$ cat src/rtl/mouse_tracker_if.sv
// Byte stream from the PS/2 receiver into the tracker, plus the tracker's
// cursor/button outputs toward the rope block.
interface mouse_tracker_if;
    logic [7:0] rx_data;
    logic       rx_valid;
    logic [9:0] out_mouse_x;
    logic [9:0] out_mouse_y;
    logic [2:0] buttons;
    logic       pos_valid;
    logic       sync_error;

    modport master (
        output rx_data, rx_valid,
        input  out_mouse_x, out_mouse_y, buttons, pos_valid, sync_error
    );

    modport slave (
        input  rx_data, rx_valid,
        output out_mouse_x, out_mouse_y, buttons, pos_valid, sync_error
    );
endinterface

$ cat src/rtl/mouse_tracker.sv
// Assembles 3-byte PS/2 movement packets and accumulates the deltas into a
// clamped absolute cursor position with button state.
module mouse_tracker #(
    parameter int unsigned SCREEN_W = 640,
    parameter int unsigned SCREEN_H = 480,
    parameter int unsigned INIT_X   = 320,
    parameter int unsigned INIT_Y   = 240,
    parameter int unsigned TIMEOUT  = 50000
) (
    input logic            clk,
    input logic            reset,
    mouse_tracker_if.slave bus
);
    localparam int unsigned CntW = (TIMEOUT > 1) ? $clog2(TIMEOUT) : 1;
    localparam logic [CntW-1:0]   IdleMax = CntW'(TIMEOUT - 1);
    localparam logic signed [11:0] XMax   = 12'(SCREEN_W - 1);
    localparam logic signed [11:0] YMax   = 12'(SCREEN_H - 1);

    typedef enum logic [1:0] {StWaitB0, StWaitB1, StWaitB2} state_e;

    state_e          state_q, state_d;
    logic [CntW-1:0] idle_q, idle_d;
    // {y_ovf, x_ovf, y_sign, x_sign, m, r, l}; the always-1 bit is not kept
    logic [6:0]      hdr_q, hdr_d;
    logic [7:0]      dx_q, dx_d;
    logic [9:0]      x_q, x_d;
    logic [9:0]      y_q, y_d;
    logic [2:0]      btn_q, btn_d;
    logic            pos_valid_q, pos_valid_d;
    logic            sync_error_q, sync_error_d;

    logic signed [11:0] x_sum, y_sum;
    logic [9:0]         x_clamp, y_clamp;

    // Screen y grows downward while PS/2 dy is up-positive, hence the subtract.
    assign x_sum = $signed({2'b00, x_q}) + $signed({{3{hdr_q[3]}}, hdr_q[3], dx_q});
    assign y_sum = $signed({2'b00, y_q}) - $signed({{3{hdr_q[4]}}, hdr_q[4], bus.rx_data});

    always_comb begin
        x_clamp = x_sum[9:0];
        if (x_sum < 12'sd0) begin
            x_clamp = '0;
        end else if (x_sum > XMax) begin
            x_clamp = XMax[9:0];
        end
        y_clamp = y_sum[9:0];
        if (y_sum < 12'sd0) begin
            y_clamp = '0;
        end else if (y_sum > YMax) begin
            y_clamp = YMax[9:0];
        end
    end

    always_comb begin
        state_d      = state_q;
        idle_d       = idle_q;
        hdr_d        = hdr_q;
        dx_d         = dx_q;
        x_d          = x_q;
        y_d          = y_q;
        btn_d        = btn_q;
        pos_valid_d  = 1'b0;
        sync_error_d = 1'b0;
        if (bus.rx_valid) begin
            // An arriving byte beats a simultaneous timeout expiry.
            idle_d = '0;
            unique case (state_q)
                StWaitB0: begin
                    if (bus.rx_data[3]) begin
                        hdr_d   = {bus.rx_data[7:4], bus.rx_data[2:0]};
                        state_d = StWaitB1;
                    end else begin
                        sync_error_d = 1'b1;
                    end
                end
                StWaitB1: begin
                    dx_d    = bus.rx_data;
                    state_d = StWaitB2;
                end
                StWaitB2: begin
                    btn_d       = hdr_q[2:0];
                    x_d         = hdr_q[5] ? x_q : x_clamp;
                    y_d         = hdr_q[6] ? y_q : y_clamp;
                    pos_valid_d = 1'b1;
                    state_d     = StWaitB0;
                end
                default: state_d = StWaitB0;
            endcase
        end else if (state_q != StWaitB0) begin
            if (idle_q == IdleMax) begin
                state_d      = StWaitB0;
                idle_d       = '0;
                sync_error_d = 1'b1;
            end else begin
                idle_d = idle_q + CntW'(1);
            end
        end
    end

    always_ff @(posedge clk or negedge reset) begin
        if (!reset) begin
            state_q      <= StWaitB0;
            idle_q       <= '0;
            hdr_q        <= '0;
            dx_q         <= '0;
            x_q          <= 10'(INIT_X);
            y_q          <= 10'(INIT_Y);
            btn_q        <= '0;
            pos_valid_q  <= 1'b0;
            sync_error_q <= 1'b0;
        end else begin
            state_q      <= state_d;
            idle_q       <= idle_d;
            hdr_q        <= hdr_d;
            dx_q         <= dx_d;
            x_q          <= x_d;
            y_q          <= y_d;
            btn_q        <= btn_d;
            pos_valid_q  <= pos_valid_d;
            sync_error_q <= sync_error_d;
        end
    end

    assign bus.out_mouse_x = x_q;
    assign bus.out_mouse_y = y_q;
    assign bus.buttons     = btn_q;
    assign bus.pos_valid   = pos_valid_q;
    assign bus.sync_error  = sync_error_q;
endmodule

$ cat src/flat_wrapper.sv
// flat-port wrapper written by rule: the top's interface ports become plain ports
module mouse_tracker_flat 
#(
    parameter int unsigned SCREEN_W = 640,
    parameter int unsigned SCREEN_H = 480,
    parameter int unsigned INIT_X   = 320,
    parameter int unsigned INIT_Y   = 240,
    parameter int unsigned TIMEOUT  = 50000
)
  (clk, reset, bus_rx_data, bus_rx_valid, bus_out_mouse_x, bus_out_mouse_y, bus_buttons, bus_pos_valid, bus_sync_error);
  mouse_tracker_if bus_i ();
  input logic clk;
  input logic reset;
  input wire logic [$bits(bus_i.rx_data)-1:0] bus_rx_data;
  input wire logic [$bits(bus_i.rx_valid)-1:0] bus_rx_valid;
  output wire logic [$bits(bus_i.out_mouse_x)-1:0] bus_out_mouse_x;
  output wire logic [$bits(bus_i.out_mouse_y)-1:0] bus_out_mouse_y;
  output wire logic [$bits(bus_i.buttons)-1:0] bus_buttons;
  output wire logic [$bits(bus_i.pos_valid)-1:0] bus_pos_valid;
  output wire logic [$bits(bus_i.sync_error)-1:0] bus_sync_error;
  assign bus_i.rx_data = bus_rx_data;
  assign bus_i.rx_valid = bus_rx_valid;
  assign bus_out_mouse_x = bus_i.out_mouse_x;
  assign bus_out_mouse_y = bus_i.out_mouse_y;
  assign bus_buttons = bus_i.buttons;
  assign bus_pos_valid = bus_i.pos_valid;
  assign bus_sync_error = bus_i.sync_error;
  mouse_tracker #(.SCREEN_W(SCREEN_W), .SCREEN_H(SCREEN_H), .INIT_X(INIT_X), .INIT_Y(INIT_Y), .TIMEOUT(TIMEOUT)) u_core (.clk(clk), .reset(reset), .bus(bus_i));
endmodule
$ cat config.mk
export PLATFORM = sky130hd
export DESIGN_NAME = mouse_tracker_flat
export DESIGN_NICKNAME = d
export VERILOG_FILES = /design/src/rtl/mouse_tracker_if.sv /design/src/rtl/mouse_tracker.sv /design/src/flat_wrapper.sv
export SDC_FILE = /design/constraint.sdc
export NUM_CORES = 1
export LEC_CHECK = 0
export CORE_UTILIZATION = 55
export DETAILED_ROUTE_END_ITERATION = 12
export PLACE_DENSITY = 0.85
export SETUP_SLACK_MARGIN = 0.5
export SLEW_MARGIN = 20
export SYNTH_ARGS = -nofsm -noshare
export SYNTH_HDL_FRONTEND = slang
export SYNTH_SLANG_ARGS = --single-unit
$ cat constraint.sdc
create_clock -name clk -period 5.35 [get_ports clk]
set_clock_uncertainty 0.15 [all_clocks]
set_input_delay 0.535 -clock clk [delete_from_list [all_inputs] [get_ports clk]]
set_output_delay 0.535 -clock clk [all_outputs]
set_load 0.01 [all_outputs]
* Word level (Yosys, flattened, before mapping)
Cells that the tools add are included.
** Word-level totals
- Logic and storage cells :: 51
- Latch bits :: 0
- Memory bits (read-only) :: 0
- Output and inout bits :: 25
- Memories kept :: 0
- Register bits :: 58
- Bits in writable memories :: 0
- Input bits :: 11
** Cells by class
- Muxes and demuxes :: 19
- Magnitude comparators :: 4
- Shifts and indexed selects :: 0
- Divide/modulo/power cells :: 0
- Add/sub/neg operators :: 3
- Equality and inequality tests :: 4
- Bitwise logic cells :: 2
- Multipliers :: 0
- Reductions and logical operators :: 10
** Operators by type and width (number)
- 16-bit 2-to-1 mux :: 3
- 10-bit 2-to-1 mux :: 4
- 12-bit by 1-bit < comparator with 1-bit output (second input constant) :: 2
- 16-bit by 1-bit adder with 16-bit output (second input constant) :: 1
- 16-bit equality test (second input constant) :: 1
- 11-bit by 9-bit adder with 12-bit output :: 1
- 12-bit by 10-bit > comparator with 1-bit output (second input constant) :: 1
- 12-bit by 11-bit > comparator with 1-bit output (second input constant) :: 1
- 3-bit AND reduction :: 4
- 11-bit by 9-bit subtractor with 12-bit output :: 1
- 2-bit 2-to-1 mux :: 4
- 1-bit 2-to-1 mux :: 7
- 2-bit nonzero test :: 3
- 2-bit case mux with 2 select lines :: 1
- 2-bit AND reduction :: 2
- 3-bit != test (second input constant) :: 1
- 2-bit by 1-bit equality test with 1-bit output (second input constant) :: 1
- 2-bit equality test (second input constant) :: 1
- 2-bit logical NOT :: 1
- 1-bit NOT :: 2

* Depth between registers and ports, before layout
- Depth after elaboration :: 4
- Mapped depth :: 11
- Depth with buffers taken out :: 11

* Least setup slack after synthesis
OpenSTA, ideal clock, no wires.
- Path kind :: input to register
- Start :: input port bus_rx_data[0]
- End :: register u_core.y_q[8] (netlist: u_core.bus.out_mouse_y[8])
- Cell stages on the path :: 10
- Buffers on the path :: 0
- Data required time :: 5.076 ns
- Slack :: 2.697 ns
- Arrival :: 2.379 ns
- Setup time :: 0.124 ns
- Cell sequence :: ha_1 > inv_1 > fa_1 > a21oi_1 > o2bb2ai_2 > o211a_4 > nand2b_4 > o2bb2ai_2 > a21oi_2 > a211o_1
** On the way
- Word-level cells in the longest chain between the ends :: 4
- Elaborated cells between the ends (all ways) :: 5
- Those cells by class :: add/sub (1); order compare (2); mux (2)
** RTL lines
- start: declaration :: line flat_wrapper.sv:14 : input wire logic [$bits(bus_i.rx_data)-1:0] bus_rx_data;
- 11-bit by 9-bit subtractor with 12-bit output (*) :: line mouse_tracker.sv:37 : assign y_sum = $signed({2'b00, y_q}) - $signed({{3{hdr_q[4]}}, hdr_q[4], bus.rx_data});
- 12-bit by 10-bit > comparator with 1-bit output :: line mouse_tracker.sv:49 : end else if (y_sum > YMax) begin
- 10-bit 2-to-1 mux :: line mouse_tracker.sv:49
- 10-bit 2-to-1 mux (*) :: line mouse_tracker.sv:47 : if (y_sum < 12'sd0) begin
- end signal: assignment :: line mouse_tracker.sv:107 : y_q <= 10'(INIT_Y);
- end signal: assignment :: line mouse_tracker.sv:117 : y_q <= y_d;
- end: declaration :: line mouse_tracker.sv:27 : logic [9:0] y_q, y_d;
Every way passes the cells marked *; elsewhere a longest branch is shown, timed or not.
A chain may end at the register's enable or synchronous reset.

* Worst setup path after layout
Ends and elaborated chain as after synthesis.

==> flow_summary.ini <==
[status]
outcome = completed

[clocking]
cts-hold-fix-buffers = 0
clock-sinks = 58
clock_tree_from_tritoncts = done
clock_latency_ns = 0.34
cts_root_buffer = clkbuf_8
cts_max_path_buffers = 2
htree_levels = 3
post_cts.resized_instances = 0
post-cts-setup-buffer-count = 0
cts.reportedPaths.clkPinSlew_ns = 0.07
cts_made_buffers = 9

[timing]
rsz0062_at_grt = no
timing_hold_violations_final = 0
final-setup-viol-count = 0
finalCritPeriodShare_pct = 57.9
max_slew_margin_pct = 53.2
timing.final.crit_period_ns = 3.10
setup_total_negative_slack_ns = 0
hold-worst-slack_ns = 0.167
worst_slack_ns = 2.25
worst-slew-pin-transition_ns = 0.703
max_freq_ghz = 0.323
drv_slew = 0

[die]
pin_count = 36
die-height_um = 85.4
core-area_um2 = 6760
die_area_um2 = 7280
initial_utilization_pct = 56.6
die_w_um = 85.4
floorplan.rows = 30

[place]
hpwl_mm = 6.10
dpl-instance-area_um2 = 4220
place.port_buffers = 35
gpl_wtd_cong = 0.880
dp.cells = 515
dp_worst_setup_slack_ns = 1.95

[yosys]
avgSynthCellArea_um2 = 9.32
synth-async-reset-ratio_pct = 100
synthDominantCellAreaShare_pct = 34.1
ff_latch_count_synth = 58
number_of_flops_mapped_to_enable_cells_by_yosys = 0
synthTopCellsByArea = dfrtp_1 (34%), ha_1 (7.5%), nand2_1 (5.2%)
yosysWarningCount = 0
synth_largest_area_cell = dfrtp_1
yosysSeqAreaShare_pct = 38.2
count_of_different_cell_masters_after_synthesis = 67
postSynth.topFlopCell = dfrtp_1
syn-cell-area_um2 = 3820
syn_inst = 410
synth.net_count = 446

[cells_and_area]
final_core_utilization_pct = 65.8
fin_cells = 531
mostFrequentLayoutCells = nand2_1 (53), dfrtp_1 (52), o21ai_0 (37)
design.final.nets = 482
flow.area_growth_from_synthesis_pct = 16.3
commonest_non_fill_non_tap_cell_in_the_layout = nand2_1
post_route_cells_drive_above_1_share_pct = 13.5
final_cell_area_um2 = 4440
antenna_cells_inserted = 0

[worst_setup_path]
crit_path_end_kind = register
cell_family_contributing_the_most_delay_on_the_critical_path = compound AO/OA/AOI/OAI gates
critPathSlowestCell = clkdlybuf4s50_1
crit_buf_inv = 2
required_ns = 5.42
worst-endpoint-arrival_ns = 3.17
critical_path.cell_chain = clkdlybuf4s50_1, ha_1, inv_1, fa_1, a21oi_1, o2bb2ai_2, o211a_4, nand2b_4, o2bb2ai_2, a21oi_2, a211o_1
critical_path_class = in -> reg
crit_path_frequent_cell = o2bb2ai_2
worst_path_largest_cell_delay_ns = 0.51
critical_path_peak_fanout = 5
start_kind = primary input

[detailed_routing]
initialDrtViolationCount = 200
drt-wirelength-per-cell_um = 15.8
routed_wirelength_mm = 8.37
vias_per_cell = 6.16
route.antenna.remaining_nets = 0
wl_met2_mm = 4.03
number_of_detailed_routing_iterations_run_before_antenna_repair = 5
wl_met3_um = 448
highest_layer = met4
drc = 0
met1Wirelength_mm = 3.76
detailroute.via_count = 3273

[grt]
grt_antenna_before_repair = 0
grt.total_usage_pct = 24.0
grt_pass1_wl_mm = 13.8
grt_max_degree = 59
globalRoute.totalOverflow = 0
grt_pass1_vias = 2992

[pwr]
power.density_cell_area_nw_per_um2 = 550
leakage_nw = 1.96
report.power.total_mw = 2.44
irDropWorstVdd_mv = 0.312

[job]
drv.max_cap_violation_count = 0

[hold_path]
hold_class = in -> async
sequential cells by signal, indices dropped and copies added, names as in the netlist:
name,flops
u_core.idle_q,16
u_core.bus.out_mouse_x,10
u_core.bus.out_mouse_y,10
u_core.dx_q,8
u_core.hdr_q,7
u_core.bus.buttons,3
u_core.state_q,2
u_core.bus.pos_valid,1
u_core.bus.sync_error,1
where the power goes:
part           internal [mW]  total (mW)  leakage [nW]  switching [mW]
Sequential             0.577       0.703         0.737           0.126
Combinational          0.576        1.29          1.11           0.713
Clock                  0.273       0.453         0.109           0.179
cell families after synthesis:
kind of cell,count (synthesis),share of synthesized area (%)
mux,9,2.91
compound gates,116,22.5
xor+xnor,16,3.67
flops,58,38.2
buf+inv,36,3.86
fa+ha+maj,25,8.58
simple gates,150,20.3
layer usage:
layer  up-vias  GRT usage, %
met5         -             0
met4         0          9.24
met3        18          4.86
met2       112          39.7
met1      1586          31.4
li1       1557             -
cell usage after synthesis, types with 4 or more instances:
| master | instances |
|---|---|
| a21o_1 | 6 |
| a21oi_1 | 16 |
| a21oi_2 | 6 |
| a31oi_1 | 4 |
| a32oi_1 | 13 |
| and3_1 | 6 |
| buf_2 | 4 |
| clkbuf_1 | 7 |
| dfrtp_1 | 52 |
| dfstp_2 | 6 |
| ha_1 | 23 |
| inv_1 | 24 |
| mux2_2 | 7 |
| nand2_1 | 53 |
| nand2b_1 | 7 |
| nand3_1 | 10 |
| nand4_1 | 7 |
| nor2_1 | 30 |
| nor2b_1 | 5 |
| nor3_1 | 9 |
| o21ai_0 | 37 |
| xnor2_1 | 8 |
| xor2_1 | 8 |
cell type report:
type	instances	area, um^2
clock inverters	5	77.6
flip-flops and latches	58	1460
fillers	541	2310
well taps	80	100
inverters	24	90.1
clock buffers	11	141
multi-input cells	316	2210
repair buffers	37	360
path summary, 6_finish.rpt:
| path | slack, ns | startpoint | to | cells after the start |
|---|---|---|---|---|
| setup / recovery | 2.25 | bus_rx_data[0] | u_core.bus.out_mouse_y[8] | 11 |
| setup reg to reg | 2.49 | u_core.bus.out_mouse_y[0] | u_core.bus.out_mouse_y[8] | 11 |
| hold / removal | 0.17 | reset | u_core.idle_q[12] | 2 |
| min in group clk | 0.32 | u_core.hdr_q[0] | u_core.bus.buttons[0] | 2 |
| hold reg to reg | 0.32 | u_core.hdr_q[0] | u_core.bus.buttons[0] | 2 |
| max in group asynchronous | 4.41 | reset | u_core.bus.out_mouse_y[9] | 2 |
No activity file was read; power rests on OpenSTA's default activity.
